`config.mk`:
```
export PLATFORM = sky130hd
export DESIGN_NAME = pll_cfg_ctrl
export DESIGN_NICKNAME = d
export VERILOG_FILES = /design/src/rtl/pll_cfg_ctrl_pkg.sv /design/src/rtl/pll_lock_sync.sv /design/src/rtl/pll_cfg_ctrl.sv
export SDC_FILE = /design/constraint.sdc
export NUM_CORES = 1
export LEC_CHECK = 0
export ABC_AREA = 1
export BUFFER_PORTS_ARGS = -buffer_cell sky130_fd_sc_hd__buf_2
export CAP_MARGIN = 20
export CORE_MARGIN = 10
export CORE_UTILIZATION = 51
export CTS_CLUSTER_SIZE = 20
export DETAILED_ROUTE_END_ITERATION = 8
export GPL_TIMING_DRIVEN = 0
export HOLD_SLACK_MARGIN = 0.03
export PLACE_DENSITY = 0.83
export SYNTH_ARGS = -nofsm -noshare
export SYNTH_HDL_FRONTEND = slang
export SYNTH_SLANG_ARGS = --single-unit
```
`constraint.sdc`:
```
create_clock -name clk_i -period 2.1 [get_ports clk_i]
set_clock_uncertainty 0.2 [all_clocks]
set_input_delay 0.21 -clock clk_i [delete_from_list [all_inputs] [get_ports clk_i]]
set_output_delay 0.21 -clock clk_i [all_outputs]
set_load 0.01 [all_outputs]
```
`src/rtl/pll_cfg_ctrl_pkg.sv`:
```
// pll_cfg_ctrl_pkg: shared types for the PLL configuration/lock sequencer.
package pll_cfg_ctrl_pkg;

   typedef enum logic [2:0] {
      IDLE      = 3'd0,
      RESET     = 3'd1,
      WAIT_LOCK = 3'd2,
      LOCKED    = 3'd3,
      ERROR     = 3'd4
   } state_e;

   typedef enum logic [1:0] {
      NONE    = 2'd0,
      TIMEOUT = 2'd1,
      LOSS    = 2'd2,
      BADCFG  = 2'd3
   } err_code_e;

   // A divider of zero would stall the PLL, so such a request is refused.
   function automatic logic cfg_is_bad(input logic ref_zero, input logic fb_zero);
      return ref_zero || fb_zero;
   endfunction

endpackage

```
`src/rtl/pll_lock_sync.sv`:
```
// pll_lock_sync: multi-flop synchronizer bringing the raw PLL lock into the
// controller clock domain. Clears to 0 on reset so lock is never assumed.
module pll_lock_sync
   import pll_cfg_ctrl_pkg::*;
#(
   parameter int SYNC_STAGES = 2
) (
   input  logic clk_i,
   input  logic arst_i,
   input  logic async_i,
   output logic sync_o
);

   logic [SYNC_STAGES-1:0] sync_q;
   logic [SYNC_STAGES-1:0] sync_d;

   // shift the raw lock one stage per clock
   always_comb begin
      sync_d = {sync_q[SYNC_STAGES-2:0], async_i};
   end

   // synchronizer flops, cleared asynchronously
   always_ff @(posedge clk_i or posedge arst_i) begin
      if (arst_i) begin
         sync_q <= '0;
      end else begin
         sync_q <= sync_d;
      end
   end

   assign sync_o = sync_q[SYNC_STAGES-1];

endmodule

```
`src/rtl/pll_cfg_ctrl.sv`:
```
// pll_cfg_ctrl: accepts divider requests, holds the PLL in reset while new
// dividers are applied, then waits for a debounced lock with a timeout.
// Optional build macro PLL_CFG_CTRL_AUTO_RELOCK_EN: on loss of lock, flag
// LOSS and re-run the reset/lock sequence with the same dividers instead of
// stopping in ERROR.
//
// state     | meaning
// ----------+-----------------------------------------------------------
// IDLE      | out of reset, no configuration applied yet, ready
// RESET     | PLL held in reset for RST_CYCLES with new dividers applied
// WAIT_LOCK | PLL released, counting stable lock cycles and timeout
// LOCKED    | debounced lock reported, ready for a new request
// ERROR     | bad request, timeout or loss of lock; PLL held in reset
module pll_cfg_ctrl
   import pll_cfg_ctrl_pkg::*;
#(
   parameter int REF_DEV_WIDTH = 4,
   parameter int FB_DEV_WIDTH  = 8,
   parameter int RST_CYCLES    = 16,
   parameter int LOCK_STABLE   = 8,
   parameter int LOCK_TIMEOUT  = 4096,
   parameter int SYNC_STAGES   = 2
) (
   input  logic                     clk_i,
   input  logic                     arst_i,
   input  logic                     cfg_valid_i,
   output logic                     cfg_ready_o,
   input  logic [REF_DEV_WIDTH-1:0] cfg_refdiv_i,
   input  logic [FB_DEV_WIDTH-1:0]  cfg_fbdiv_i,
   output logic                     pll_arst_no,
   output logic [REF_DEV_WIDTH-1:0] pll_refdiv_o,
   output logic [FB_DEV_WIDTH-1:0]  pll_fbdiv_o,
   input  logic                     pll_locked_i,
   output logic                     locked_o,
   output logic                     busy_o,
   output logic                     done_o,
   output logic                     err_o,
   output logic [1:0]               err_code_o
);

   localparam logic [2:0] ST_IDLE      = IDLE;
   localparam logic [2:0] ST_RESET     = RESET;
   localparam logic [2:0] ST_WAIT_LOCK = WAIT_LOCK;
   localparam logic [2:0] ST_LOCKED    = LOCKED;
   localparam logic [2:0] ST_ERROR     = ERROR;

   localparam int RST_W = $clog2(RST_CYCLES + 1);
   localparam int STB_W = $clog2(LOCK_STABLE + 1);
   localparam int TMO_W = $clog2(LOCK_TIMEOUT + 1);

   // the reset down-counter is loaded so that its zero cycle is the last low one
   localparam logic [RST_W-1:0] RST_LOAD = RST_W'(RST_CYCLES - 1);
   localparam logic [STB_W-1:0] STB_MAX  = STB_W'(LOCK_STABLE);
   localparam logic [TMO_W-1:0] TMO_MAX  = TMO_W'(LOCK_TIMEOUT);

   logic [2:0]               state_q,      state_d;
   logic                     pll_arst_n_q, pll_arst_n_d;
   logic [REF_DEV_WIDTH-1:0] refdiv_q,     refdiv_d;
   logic [FB_DEV_WIDTH-1:0]  fbdiv_q,      fbdiv_d;
   logic                     ready_q,      ready_d;
   logic                     locked_q,     locked_d;
   logic                     busy_q,       busy_d;
   logic                     done_q,       done_d;
   logic                     err_q,        err_d;
   logic [1:0]               err_code_q,   err_code_d;
   logic [RST_W-1:0]         rst_cnt_q,    rst_cnt_d;
   logic [STB_W-1:0]         stable_q,     stable_d;
   logic [TMO_W-1:0]         tmo_q,        tmo_d;

   logic lock_sync;
   logic accept;
   logic bad_cfg;
   logic [STB_W-1:0] stable_inc;
   logic [TMO_W-1:0] tmo_inc;

   pll_lock_sync #(
      .SYNC_STAGES (SYNC_STAGES)
   ) u_lock_sync (
      .clk_i   (clk_i),
      .arst_i  (arst_i),
      .async_i (pll_locked_i),
      .sync_o  (lock_sync)
   );

   // sequencing: request accept, reset hold, lock debounce/timeout, loss handling
   always_comb begin
      state_d      = state_q;
      pll_arst_n_d = pll_arst_n_q;
      refdiv_d     = refdiv_q;
      fbdiv_d      = fbdiv_q;
      locked_d     = locked_q;
      done_d       = 1'b0;
      err_d        = err_q;
      err_code_d   = err_code_q;
      rst_cnt_d    = rst_cnt_q;
      stable_d     = stable_q;
      tmo_d        = tmo_q;

      accept     = cfg_valid_i && ready_q;
      bad_cfg    = cfg_is_bad(cfg_refdiv_i == '0, cfg_fbdiv_i == '0);
      stable_inc = (stable_q == STB_MAX) ? stable_q : stable_q + STB_W'(1);
      tmo_inc    = (tmo_q == TMO_MAX) ? tmo_q : tmo_q + TMO_W'(1);

      if (accept) begin
         locked_d     = 1'b0;
         pll_arst_n_d = 1'b0;
         if (bad_cfg) begin
            state_d    = ST_ERROR;
            err_d      = 1'b1;
            err_code_d = BADCFG;
            done_d     = 1'b1;
         end else begin
            // dividers move only while the PLL is being forced into reset
            state_d    = ST_RESET;
            refdiv_d   = cfg_refdiv_i;
            fbdiv_d    = cfg_fbdiv_i;
            err_d      = 1'b0;
            err_code_d = NONE;
            rst_cnt_d  = RST_LOAD;
         end
      end else begin
         case (state_q)
            ST_RESET: begin
               if (rst_cnt_q == '0) begin
                  state_d      = ST_WAIT_LOCK;
                  pll_arst_n_d = 1'b1;
                  stable_d     = '0;
                  tmo_d        = '0;
               end else begin
                  rst_cnt_d = rst_cnt_q - RST_W'(1);
               end
            end
            ST_WAIT_LOCK: begin
               stable_d = lock_sync ? stable_inc : '0;
               tmo_d    = tmo_inc;
               // lock completion takes priority over a coincident timeout
               if (stable_d == STB_MAX) begin
                  state_d    = ST_LOCKED;
                  locked_d   = 1'b1;
                  done_d     = 1'b1;
                  err_code_d = NONE;
               end else if (tmo_d == TMO_MAX) begin
                  state_d      = ST_ERROR;
                  err_d        = 1'b1;
                  err_code_d   = TIMEOUT;
                  pll_arst_n_d = 1'b0;
                  done_d       = 1'b1;
               end
            end
            ST_LOCKED: begin
               if (!lock_sync) begin
                  locked_d     = 1'b0;
                  err_code_d   = LOSS;
                  pll_arst_n_d = 1'b0;
`ifdef PLL_CFG_CTRL_AUTO_RELOCK_EN
                  state_d   = ST_RESET;
                  rst_cnt_d = RST_LOAD;
`else
                  state_d = ST_ERROR;
                  err_d   = 1'b1;
                  done_d  = 1'b1;
`endif
               end
            end
            default: begin
            end
         endcase
      end

      busy_d  = (state_d == ST_RESET) || (state_d == ST_WAIT_LOCK);
      ready_d = (state_d == ST_IDLE) || (state_d == ST_LOCKED) || (state_d == ST_ERROR);
   end

   // state and registered outputs, cleared asynchronously
   always_ff @(posedge clk_i or posedge arst_i) begin
      if (arst_i) begin
         state_q      <= ST_IDLE;
         pll_arst_n_q <= 1'b0;
         refdiv_q     <= '0;
         fbdiv_q      <= '0;
         ready_q      <= 1'b0;
         locked_q     <= 1'b0;
         busy_q       <= 1'b0;
         done_q       <= 1'b0;
         err_q        <= 1'b0;
         err_code_q   <= NONE;
         rst_cnt_q    <= '0;
         stable_q     <= '0;
         tmo_q        <= '0;
      end else begin
         state_q      <= state_d;
         pll_arst_n_q <= pll_arst_n_d;
         refdiv_q     <= refdiv_d;
         fbdiv_q      <= fbdiv_d;
         ready_q      <= ready_d;
         locked_q     <= locked_d;
         busy_q       <= busy_d;
         done_q       <= done_d;
         err_q        <= err_d;
         err_code_q   <= err_code_d;
         rst_cnt_q    <= rst_cnt_d;
         stable_q     <= stable_d;
         tmo_q        <= tmo_d;
      end
   end

   assign cfg_ready_o  = ready_q;
   assign pll_arst_no  = pll_arst_n_q;
   assign pll_refdiv_o = refdiv_q;
   assign pll_fbdiv_o  = fbdiv_q;
   assign locked_o     = locked_q;
   assign busy_o       = busy_q;
   assign done_o       = done_q;
   assign err_o        = err_q;
   assign err_code_o   = err_code_q;

endmodule

```
==> flow_metrics.py <==
metrics = {
    "run_status": {
        "status": "finished, violations left",
        "violations": "setup timing",
    },
    "setup_path": {
        "required_ns": 2.14,
        "startpoint_type": "flop",
        "reg2reg_depth": 14,
        "cp_num_buf_inv": 2,
        "crit_fanout": 7,
        "r2r_end": "err_o$_DFFE_PP0P_",
        "r2r_slack_ns": -0.14,
        "end_kind": "flop",
        "path_class": "flop to flop",
        "path_cells": "ha_4, nand3_4, nor2_4, buf_4, nand2_1, nand2_1, nor2_1, nand2_1, nor2_2, nand3_2, buf_4, a21boi_2, nor2_1, nor2_1",
        "critPathSlowestCell": "dfrtp_1",
        "path_delay_family": "simple AND/OR/NAND/NOR gates",
        "arrival_ns": 2.28,
        "rr_startpoint": "tmo_q[0]$_DFFE_PP0P_",
        "max_stage_delay_ns": 0.43,
    },
    "synth": {
        "synthCells": 345,
        "ys_ff_latch": 47,
        "ys_warn_count": 0,
        "synthFlopType": "dfrtp_1",
        "synth.distinct_cells": 28,
        "async_reset_ff_share_pct": 100,
        "synth_top_cell_area_share_pct": 45.9,
        "synth-edff-count": 0,
        "synth_area_mm2": 0.00256,
        "syn-num-nets": 366,
        "yosysTopAreaCell": "dfrtp_1",
        "synth.avg_cell_area_um2": 7.42,
        "synthTopCellsByArea": "dfrtp_1 46%, nand2_1 17%, inv_1 6.6%, nor2_1 5.9%, o21ai_0 3.5%",
        "yosysSeqAreaShare_pct": 45.9,
    },
    "worst_hold_path": {
        "hold_class": "primary input to flop",
        "hold_end": "state_q[2]$_DFF_PP0_",
        "min_from": "cfg_refdiv_i[2]",
        "hold_path_depth": 4,
    },
    "timing": {
        "tightestPinTransition_ns": 0.596,
        "rsz0062_at_grt": "true",
        "worst_slack_ns": -0.145,
        "hold_viol": 0,
        "setup_viol": 10,
        "min_period_ns": 2.24,
        "post-route-period-util_pct": 107,
        "worst_slew_margin_rel_pct": 59.7,
        "drv_slew": 0,
        "fmaxAchievable_mhz": 446,
    },
    "power": {
        "power_frac_comb_pct": 46.7,
        "p_int_uw": 2190,
        "power_density_mw_per_mm2": 1120,
        "p_switching_uw": 1550,
        "seqPwrFrac_pct": 35.4,
        "pwr-share-clk_pct": 17.9,
        "p_sw_share_pct": 41.3,
        "ir_drop_v": 0.000749,
        "leakagePower_uw": 0.00167,
    },
    "layout": {
        "area_delta_synth_final_pct": 30.3,
        "fin_cells": 482,
        "n_antenna_cell": 0,
        "utilization_pct": 69.7,
        "drive_gt1_share_pct": 27.0,
        "final_cell_mix": "101 x nand2_1, 46 x dfrtp_1, 39 x inv_1",
        "n_fill_cell": 377,
        "final_common_cell": "nand2_1",
        "final_nets": 436,
    },
    "place": {
        "io_buffers": 35,
        "dp_hpwl_mm": 4.50,
        "dp_cells": 448,
        "gp_congestion": 0.934,
    },
    "global_routing": {
        "grt-busiest-layer": "met2",
        "use_met2_pct": 28.7,
        "use_met3_pct": 4.41,
        "gr-total-overflow": 0,
        "grt_pass1_vias": 2457,
        "grt_pass1_wl_mm": 11.4,
        "gr-usage-met1_pct": 19.6,
        "antenna_found_initial": 0,
        "grt_use_total_pct": 16.6,
        "grt_max_degree": 38,
    },
    "clocking": {
        "cts-htree-levels": 2,
        "clk_pin_slew_ns": 0.09,
        "cts_buffer_depth": 2,
        "cts_tree": "built",
        "clk_latency_ns": 0.31,
        "cts_root_buf": "clkbuf_8",
        "cts_made_buffers": 5,
        "clock_sinks": 47,
    },
    "floorplan": {
        "core_area_mm2": 0.00479,
        "num_rows": 25,
        "ios": 36,
        "die-area_mm2": 0.00825,
        "initial_core_util_pct": 53.5,
        "die_x_um": 90.9,
        "die_h_um": 90.9,
    },
    "detailed_routing": {
        "drt_wl_total_mm": 6.77,
        "drc": 0,
        "firstDrtPassIters": 5,
        "wire_per_inst_um": 14.1,
        "antenna_left": 0,
        "viasPerCell": 5.19,
        "vias": 2502,
        "drt_iter0_drc": 227,
    },
    "flow_run": {
        "cap_violations": 0,
    },
}
[cells in the mapped netlist (3+ instances only)]
cell / number
inv_1: 45
nand2_1: 114
o21ai_0: 18
nand2_2: 8
nand4_1: 4
o22ai_1: 9
nor2_2: 4
a21oi_1: 7
xor2_1: 4
ha_1: 5
dfrtp_1: 47
nand3_1: 17
nor3_1: 3
nor2_1: 40
[kinds of logic after synthesis]
family          synth area share, %
buf+inv                        7.58
fa+ha+maj                      2.44
simple gates                   32.6
compound gates                 10.1
xor+xnor                       1.37
flops                          45.9
[per-stage QoR]
step	instance area, µm²	power (µW)	setup TNS [ns]	hold WS [ns]	setup WS [ns]
after floorplan	2560	2300	0	0.0414	0.135
after global placement	2820	2700	-1.48	0.121	-0.132
after detailed placement	2840	2760	-2.18	-0.0422	-0.189
after CTS	3230	3610	-0.150	0.139	-0.0421
after global routing	3330	4030	-2.84	0.180	-0.256
final	3330	3740	-0.554	0.146	-0.145
[tightest hold or removal path, cell delays in order]
cell     delay (ns)
buf_2          0.10
o41ai_1        0.10
nand2_1        0.13
nand2_2        0.07
[state kept, by name, indices dropped and copies added, names as in the netlist]
register            cells
pll_fbdiv_o             8
locked_o                1
busy_o                  1
pll_refdiv_o            4
tmo_q                  13
done_o                  1
err_o                   1
stable_q                4
state_q                 3
cfg_ready_o             1
rst_cnt_q               5
pll_arst_no             1
err_code_o              2
u_lock_sync.sync_q      2
[layer usage]
metal / wire length, µm / part of all wire (%) / up-vias
met5: 0 / 0 / -
met3: 329 / 4.9 / 15
met2: 3410 / 50 / 77
met4: 95 / 1.4 / 0
li1: - / - / 1237
met1: 2940 / 43 / 1173
[final cells by class]
type                            instances  area, µm²  area share [%]
Multi-Input combinational cell        248       1320            39.7
Timing Repair Buffer                   63        440            13.2
Tap cell                               67       83.8            2.51
Clock inverter                          2       37.5            1.13
Buffer                                  4       27.5           0.826
Sequential cell                        47       1180            35.3
Clock buffer                            5       68.8            2.06
Inverter                               46        175            5.25
[timing repair]
item | CTS | global route
hold endpoints to repair | 60 | 0
hold buffers | 14 | 0
pin swaps | 9 | 10
cloned | 0 | 0
endpoints found under the setup margin | 19 | 36
resized for setup | 22 | 27
buffers inserted | 8 | 5
[worst max path at each step]
stage                                    start                    end  cells after the start
after floorplan           tmo_q[0]$_DFFE_PP0P_  cfg_ready_o$_DFF_PP0_                     16
after global placement    state_q[2]$_DFF_PP0_  tmo_q[12]$_DFFE_PP0P_                      9
after detailed placement  tmo_q[0]$_DFFE_PP0P_  cfg_ready_o$_DFF_PP0_                     16
after CTS                 tmo_q[1]$_DFFE_PP0P_  cfg_ready_o$_DFF_PP0_                     16
after global routing      tmo_q[0]$_DFFE_PP0P_  cfg_ready_o$_DFF_PP0_                     16
final                     tmo_q[0]$_DFFE_PP0P_      err_o$_DFFE_PP0P_                     14
[power groups by stage]
stage	clock network, µW	logic (µW)	registers [µW]
4_1_cts	666	1630	1310
6_report	669	1750	1320
5_1_grt	717	1950	1360
2_1_floorplan	0	898	1400
3_3_place_gp	0	1390	1320
3_5_place_dp	0	1440	1330
(Power assumes the default switching activity.)
